==> src/rtl/mem_rr_arbiter.sv <==
`default_nettype none
// ============================================================================
// Module   : mem_rr_arbiter
// Purpose  : Round-robin sequencer sharing one single-port memory among
//            N_REQ requesters, one read/write transaction at a time.
// Revision : 1.0  initial release
// ============================================================================
module mem_rr_arbiter #(
   parameter int N_REQ = 4,
   parameter int AW    = 5,
   parameter int DW    = 8,
   parameter int PW    = $clog2(N_REQ)
) (
   input  logic                clk,
   input  logic                rst_n,
   input  logic [N_REQ-1:0]    req,
   input  logic [N_REQ-1:0]    we,
   input  logic [N_REQ*AW-1:0] addr,
   input  logic [N_REQ*DW-1:0] wdata,
   output logic [N_REQ-1:0]    ack,
   output logic [DW-1:0]       rdata,
   output logic [PW-1:0]       gnt_id,
   output logic                busy,
   output logic                mem_read,
   output logic                mem_write,
   output logic [AW-1:0]       mem_addr,
   output logic [DW-1:0]       mem_data_in,
   input  logic [DW-1:0]       mem_data_out
);

   typedef enum logic [1:0] {
      S_IDLE   = 2'd0,
      S_ACCESS = 2'd1,
      S_DONE   = 2'd2
   } state_t;

   state_t           state_q, state_d;
   logic [PW-1:0]    ptr_q, ptr_d;
   logic [N_REQ-1:0] ack_q, ack_d;
   logic [PW-1:0]    gnt_id_q, gnt_id_d;
   logic             busy_q, busy_d;
   logic             mem_read_q, mem_read_d;
   logic             mem_write_q, mem_write_d;
   logic [AW-1:0]    mem_addr_q, mem_addr_d;
   logic [DW-1:0]    mem_data_in_q, mem_data_in_d;

   logic [AW-1:0]    addr_a  [N_REQ];
   logic [DW-1:0]    wdata_a [N_REQ];

   logic             found;
   logic [PW-1:0]    grant;
   logic [PW:0]      slot;

   for (genvar g = 0; g < N_REQ; g++) begin : g_unpack
      assign addr_a[g]  = addr[g*AW +: AW];
      assign wdata_a[g] = wdata[g*DW +: DW];
   end

   // Search upward from ptr with wrap; slot is one bit wider so the
   // modulo works for non-power-of-two N_REQ.
   always_comb begin
      found = 1'b0;
      grant = '0;
      slot  = '0;
      for (int k = 0; k < N_REQ; k++) begin
         slot = {1'b0, ptr_q} + (PW+1)'(k);
         if (slot >= (PW+1)'(N_REQ)) begin
            slot = slot - (PW+1)'(N_REQ);
         end
         if (!found && req[slot[PW-1:0]]) begin
            found = 1'b1;
            grant = slot[PW-1:0];
         end
      end
   end

   always_comb begin
      state_d       = state_q;
      ptr_d         = ptr_q;
      ack_d         = ack_q;
      gnt_id_d      = gnt_id_q;
      busy_d        = busy_q;
      mem_read_d    = mem_read_q;
      mem_write_d   = mem_write_q;
      mem_addr_d    = mem_addr_q;
      mem_data_in_d = mem_data_in_q;

      case (state_q)
         S_IDLE: begin
            if (found) begin
               gnt_id_d      = grant;
               mem_addr_d    = addr_a[grant];
               mem_data_in_d = wdata_a[grant];
               mem_write_d   = we[grant];
               mem_read_d    = ~we[grant];
               busy_d        = 1'b1;
               if (grant == PW'(N_REQ-1)) begin
                  ptr_d = '0;
               end else begin
                  ptr_d = grant + 1'b1;
               end
               state_d = S_ACCESS;
            end
         end
         S_ACCESS: begin
            mem_read_d  = 1'b0;
            mem_write_d = 1'b0;
            ack_d       = N_REQ'(1) << gnt_id_q;
            state_d     = S_DONE;
         end
         S_DONE: begin
            ack_d   = '0;
            busy_d  = 1'b0;
            state_d = S_IDLE;
         end
         default: begin
            ack_d       = '0;
            busy_d      = 1'b0;
            mem_read_d  = 1'b0;
            mem_write_d = 1'b0;
            state_d     = S_IDLE;
         end
      endcase
   end

   always_ff @(posedge clk) begin
      if (!rst_n) begin
         state_q       <= S_IDLE;
         ptr_q         <= '0;
         ack_q         <= '0;
         gnt_id_q      <= '0;
         busy_q        <= 1'b0;
         mem_read_q    <= 1'b0;
         mem_write_q   <= 1'b0;
         mem_addr_q    <= '0;
         mem_data_in_q <= '0;
      end else begin
         state_q       <= state_d;
         ptr_q         <= ptr_d;
         ack_q         <= ack_d;
         gnt_id_q      <= gnt_id_d;
         busy_q        <= busy_d;
         mem_read_q    <= mem_read_d;
         mem_write_q   <= mem_write_d;
         mem_addr_q    <= mem_addr_d;
         mem_data_in_q <= mem_data_in_d;
      end
   end

   assign ack         = ack_q;
   assign gnt_id      = gnt_id_q;
   assign busy        = busy_q;
   assign mem_read    = mem_read_q;
   assign mem_write   = mem_write_q;
   assign mem_addr    = mem_addr_q;
   assign mem_data_in = mem_data_in_q;
   assign rdata       = mem_data_out;

`ifndef SYNTHESIS
   always_ff @(posedge clk) begin
      if (rst_n) begin
         assert (!(mem_read_q && mem_write_q));
         assert ($onehot0(ack_q));
      end
   end
`endif

endmodule
`default_nettype wire

==> config.mk <==
export PLATFORM = sky130hd
export DESIGN_NAME = mem_rr_arbiter
export DESIGN_NICKNAME = d
export VERILOG_FILES = /design/src/rtl/mem_rr_arbiter.sv
export SDC_FILE = /design/constraint.sdc
export NUM_CORES = 1
export LEC_CHECK = 0
export CAP_MARGIN = 20
export CORE_UTILIZATION = 39
export CTS_CLUSTER_SIZE = 30
export DETAILED_ROUTE_END_ITERATION = 12
export PLACE_DENSITY = 0.84
export SLEW_MARGIN = 20
export SYNTH_ARGS = -nofsm -noshare
export SYNTH_HDL_FRONTEND = slang
export SYNTH_SLANG_ARGS = --single-unit
==> constraint.sdc <==
create_clock -name clk -period 3.45 [get_ports clk]
set_input_delay 0.69 -clock clk [delete_from_list [all_inputs] [get_ports clk]]
set_output_delay 0.69 -clock clk [all_outputs]
set_load 0.03 [all_outputs]
# Word-level counts from Yosys, hierarchy flattened
# Index checks and enable logic that the tools add are counted.
# classes
addsub,8
mux,38
n_div,0
n_shift,1
n_reduce_logical,10
bitwise_logic,4
n_eq_ne,4
order_cmp,10
multipliers,0
# op_table
cell,n
two-way mux 2 bit,10
binary-select mux 8 bit (select 2 bit),1
two-way mux 8 bit,2
"less-than comparator 2 x 3 -> 1 bit, second input constant",5
">= comparator 3 bit, second input constant",4
two-way mux 1 bit,12
binary-select mux 1 bit (select 2 bit),5
binary-select mux 5 bit (select 2 bit),1
two-way mux 5 bit,2
case mux 4 bit (2 select lines),1
"subtractor 2 x 1 -> 2 bit, second input constant",4
"adder 2 x 2 -> 3 bit, second input constant",2
case mux 1 bit (2 select lines),3
AND reduction 2 bit,3
"== test 2 bit, second input constant",2
case mux 2 bit (2 select lines),1
"<< shifter 1 x 2 -> 4 bit, first input constant",1
"adder 2 x 1 -> 3 bit, second input constant",1
">= comparator 2 x 3 -> 1 bit, second input constant",1
logical AND 1 bit,3
zero test 1 bit,3
NOT 1 bit,3
NOT 2 -> 3 bit,1
"adder 2 x 1 -> 2 bit, second input constant",1
other kinds (3),3
# totals
input_bits,70
output_inout_bits,30
n_memories,0
mem_bits_rw,0
latch_bits,0
elab_cells,84
reg_bits,26
romBits,0

# Longest topological paths before layout
# logic_depth
ltp_word,19
ltp_mapped,7
ltp_nobuf,5

# Worst setup path before layout
# Ideal clock, no wire load.
# synth_path
kind,input to register
start,input port req[0]
end,"register mem_read_q, in the netlist mem_read"
required_time_ps,3308
setup_slack_ps,1214
setup_ps,142
cell_stages,6
arrival_time_ps,2095
path_cell_list,nor2b_4 > or4_1 > clkbuf_1 > a21bo_1 > a2111oi_1 > a311oi_2
# synth_via
elab_chain_cells,17
elab_cells_between_ends,29
cone_classes,eq/ne: 1; mux: 20; bitwise: 1; reduce/logical: 7
# synth_lines
element,line,source
"start, declared",16,"input logic [N_REQ-1:0] req,"
binary-select mux 1 bit (select 2 bit),70,if (!found && req[slot[PW-1:0]]) begin
two-way mux 1 bit (implied by the code),70,
two-way mux 1 bit,70,
zero test 1 bit,70,
logical AND 1 bit,70,
two-way mux 1 bit,70,
zero test 1 bit,70,
logical AND 1 bit,70,
two-way mux 1 bit,70,
zero test 1 bit,70,
logical AND 1 bit,70,
two-way mux 2 bit,70,
binary-select mux 1 bit (select 2 bit),95,mem_read_d = ~we[grant];
two-way mux 1 bit (implied by the code),95,
NOT 1 bit,95,
two-way mux 1 bit,90,if (found) begin
case mux 1 bit (2 select lines),88,case (state_q)
"end signal, assigned",143,mem_read_q <= mem_read_d;
"end, declared",42,"logic mem_read_q, mem_read_d;"
# Several ways; a longest one is shown, not always the timed one. The select of a mux whose other input is x is not followed.
# A chain may end at the register's enable or synchronous reset.

# Worst setup path after layout
# Ends and elaborated chain as after synthesis.

==> summary.txt <==
Setup path
  – RR Endpoint: mem_read$_SDFFE_PN0P_
  – Crit path arrival time: 2.97 ns
  – R2r worst-path depth: 5
  – Worst Path Max Fanout: 8
  – Class of the most critical setup path: in2reg
  – Endpoint type of the worst setup path: flop
  – Critical Path RT: 3.64 ns
  – R2r setup slk: 1.23 ns
  – Crit path launch type: input pin
  – Worst r2r src: ptr_q[0]$_SDFFE_PN0P_

Yosys
  – Mapped Cells: 189
  – Syn_nets: 259
  – Warnings from Yosys: 0
  – Syn Area/Cell: 8.31 um^2
  – Synth area leaders: dfxtp_1, mux2i_1, o211ai_1, a21boi_1, and3_1
  – Post-synth top area cell: dfxtp_1
  – Netlist cell types: 37
  – Synth top area share: 0.331
  – Part of the Yosys area used for sequential elements: 0.331
  – Most common cell in the netlist: dfxtp_1
  – Synth Register Bits: 26
  – Synthesized cell area: 0.00157 mm^2
  – Post-synth top flop: dfxtp_1
  – Post-synth EDFFs: 0
  – Async SR Flop Fraction: 0
  – Top post-synthesis cells by count: dfxtp_1, nand3_1, mux2i_1

STA
  – Post-layout minimum cycle time: 2.78 ns
  – Final Cycle Share: 0.807
  – Hold Fails Final Rpt: 0
  – Endpoints failing setup: 0
  – RSZ-0062 raised after global routing: no
  – Maximum clock frequency: 359 MHz
  – Max-slew violations: 0
  – Worst slew pin tran: 0.684 ns
  – Setup TNS: 0 ns
  – Max-slew headroom: 0.540
  – Final Skew: 0.000804 ns

Global routing
  – Vias in the first global route: 1588
  – Initial antenna violation count: 0
  – First-pass GRT wire length: 7300 um
  – GRT Total Usage: 0.215
  – Pin count of the biggest net entering global routing: 29
  – Remaining Overflow, GRT: 0

Clock tree
  – Htree depth: 1
  – Clock-pin slew on the worst setup and hold paths: 0.09 ns
  – CTS Buf Count: 3
  – CTS root buffer: clkbuf_8
  – CTS tree: built
  – CTS hold repair buffers: 0
  – Clk_lat worst skew: 0.27 ns
  – CTS Sinks: 26
  – Clk buf depth: 2
  – Postcts setup bufs: 0
  – Post-cts sizing count: 0

Floorplanning
  – Core Rows: 22
  – I/O pin total: 100
  – Die width: 65.5 um
  – Core Footprint: 0.00377 mm^2
  – Area of the die: 0.00428 mm^2
  – DIE HEIGHT: 65.5 um
  – Starting density of the core: 0.416

Detailed routing
  – Initial DRC Count: 60
  – Drt wl/cell: 14.2 um
  – DRT Pass-1 Iters: 4
  – DRC errors left: 0
  – DR vias: 1670
  – Antenna Nets Post-Route: 0
  – DR vias/cell: 5.39
  – Final WL: 4390 um

Place
  – Inst Count DP: 306
  – Gpl congestion: 0.868
  – Final HPWL DP: 3470 um
  – Port bufs: 83

Outcome
  – Status: completed

Layout
  – Layout Area Growth over Synthesis: 57.5%
  – Share of layout cells above drive strength 1: 0.0611
  – ANT cells: 0
  – Util after Layout: 0.656
  – Nets@finish: 333
  – Finished Layout Cells: 310

Pwr
  – Pwr Density: 445 mW/mm^2
  – Peak VDD IR: 0.000223 V
  – Leak Pwr: 0.000977 uW

Worst hold path
  – WHS Endpoint: ack[3]$_SDFFE_PN0N_
  – Hold_sp: ack[3]$_SDFFE_PN0N_
  – Hold path depth: 2
  – Hold WC Path Type: reg2reg

Run
  – Max-cap violation count: 0
==> final cells by class <==
type | count | area (um^2)
Fill cell | 310 | 1300
Inverter | 4 | 15.0
Clock inverter | 1 | 30.0
Clock buffer | 3 | 41.3
Multi-Input combinational cell | 138 | 923
Timing Repair Buffer | 90 | 883
Tap cell | 48 | 60.1
Sequential cell | 26 | 520
==> through the flow <==
stage	worst slack, ns	instance area [um^2]	power (uW)	hold WS [ns]
final	0.666	2470	1100	0.471
after global placement	0.401	2390	847	0.445
after CTS	0.547	2460	1100	0.476
after floorplan	1.21	1570	673	0.521
after global routing	0.525	2470	1160	0.487
after detailed placement	0.278	2390	849	0.462
==> state kept, by name (all words and copies together) (netlist names) <==
register,flops
mem_addr,5
mem_write,1
mem_read,1
ptr_q,2
gnt_id,2
ack,4
mem_data_in,8
state_q,2
busy,1
==> cell usage in the layout (no fill, tap or decap), types with 3 or more instances in the layout <==
cell type / count
nor2_1: 10
o21ai_0: 4
mux2i_1: 14
a21boi_1: 11
inv_1: 4
clkdlybuf4s50_1: 83
o21ai_1: 12
dfxtp_1: 26
nor3_1: 3
nand2_1: 7
a21oi_1: 9
and3_1: 13
clkbuf_8: 3
o211ai_1: 13
buf_4: 7
nand3_1: 15
==> per-layer routing <==
layer | vias up | share of wire | GRT usage
li1 | 836 | - | -
met1 | 765 | 0.47 | 0.308
met2 | 63 | 0.46 | 0.352
met3 | 6 | 0.054 | 0.0139
met4 | 0 | 0.013 | 0.0462
met5 | - | 0 | 0
==> worst max-delay path, cell delays in order <==
cell,delay (ns)
clkdlybuf4s50_1,0.47
nor2b_4,0.16
or4_1,0.67
and2_1,0.36
mux2_4,0.36
a311oi_2,0.26
==> worst max-delay path by stage <==
stage	slack (ns)	startpoint	endpoint	depth (start not counted)
5_1_grt	0.52	req[0]	mem_data_in[3]$_SDFFE_PN0P_	7
6_report	0.67	req[0]	mem_read$_SDFFE_PN0P_	6
2_1_floorplan	1.21	req[0]	mem_read$_SDFFE_PN0P_	6
4_1_cts	0.55	req[3]	mem_data_in[1]$_SDFFE_PN0P_	6
3_5_place_dp	0.28	req[1]	mem_data_in[0]$_SDFFE_PN0P_	6
3_3_place_gp	0.40	req[0]	mem_read$_SDFFE_PN0P_	6
==> report_power, final <==
group / switching, uW / internal, uW / total [uW] / leakage, uW
Combinational: 236 / 230 / 467 / 0.000727
Sequential: 33.5 / 346 / 379 / 0.000214
Clock: 99.1 / 155 / 254 / 0.0000357
Total: 369 / 731 / 1100 / 0.000977
==> logic make-up (layout without fill, tap and decap cells) <==
kind of cell,Yosys count,count (layout),synth area share
compound gates,61,61,0.265
mux,15,15,0.0988
xor+xnor,1,1,0.00558
flops,26,26,0.331
buf+inv,25,98,0.0860
simple gates,61,61,0.213
(Power assumes the default switching activity.)
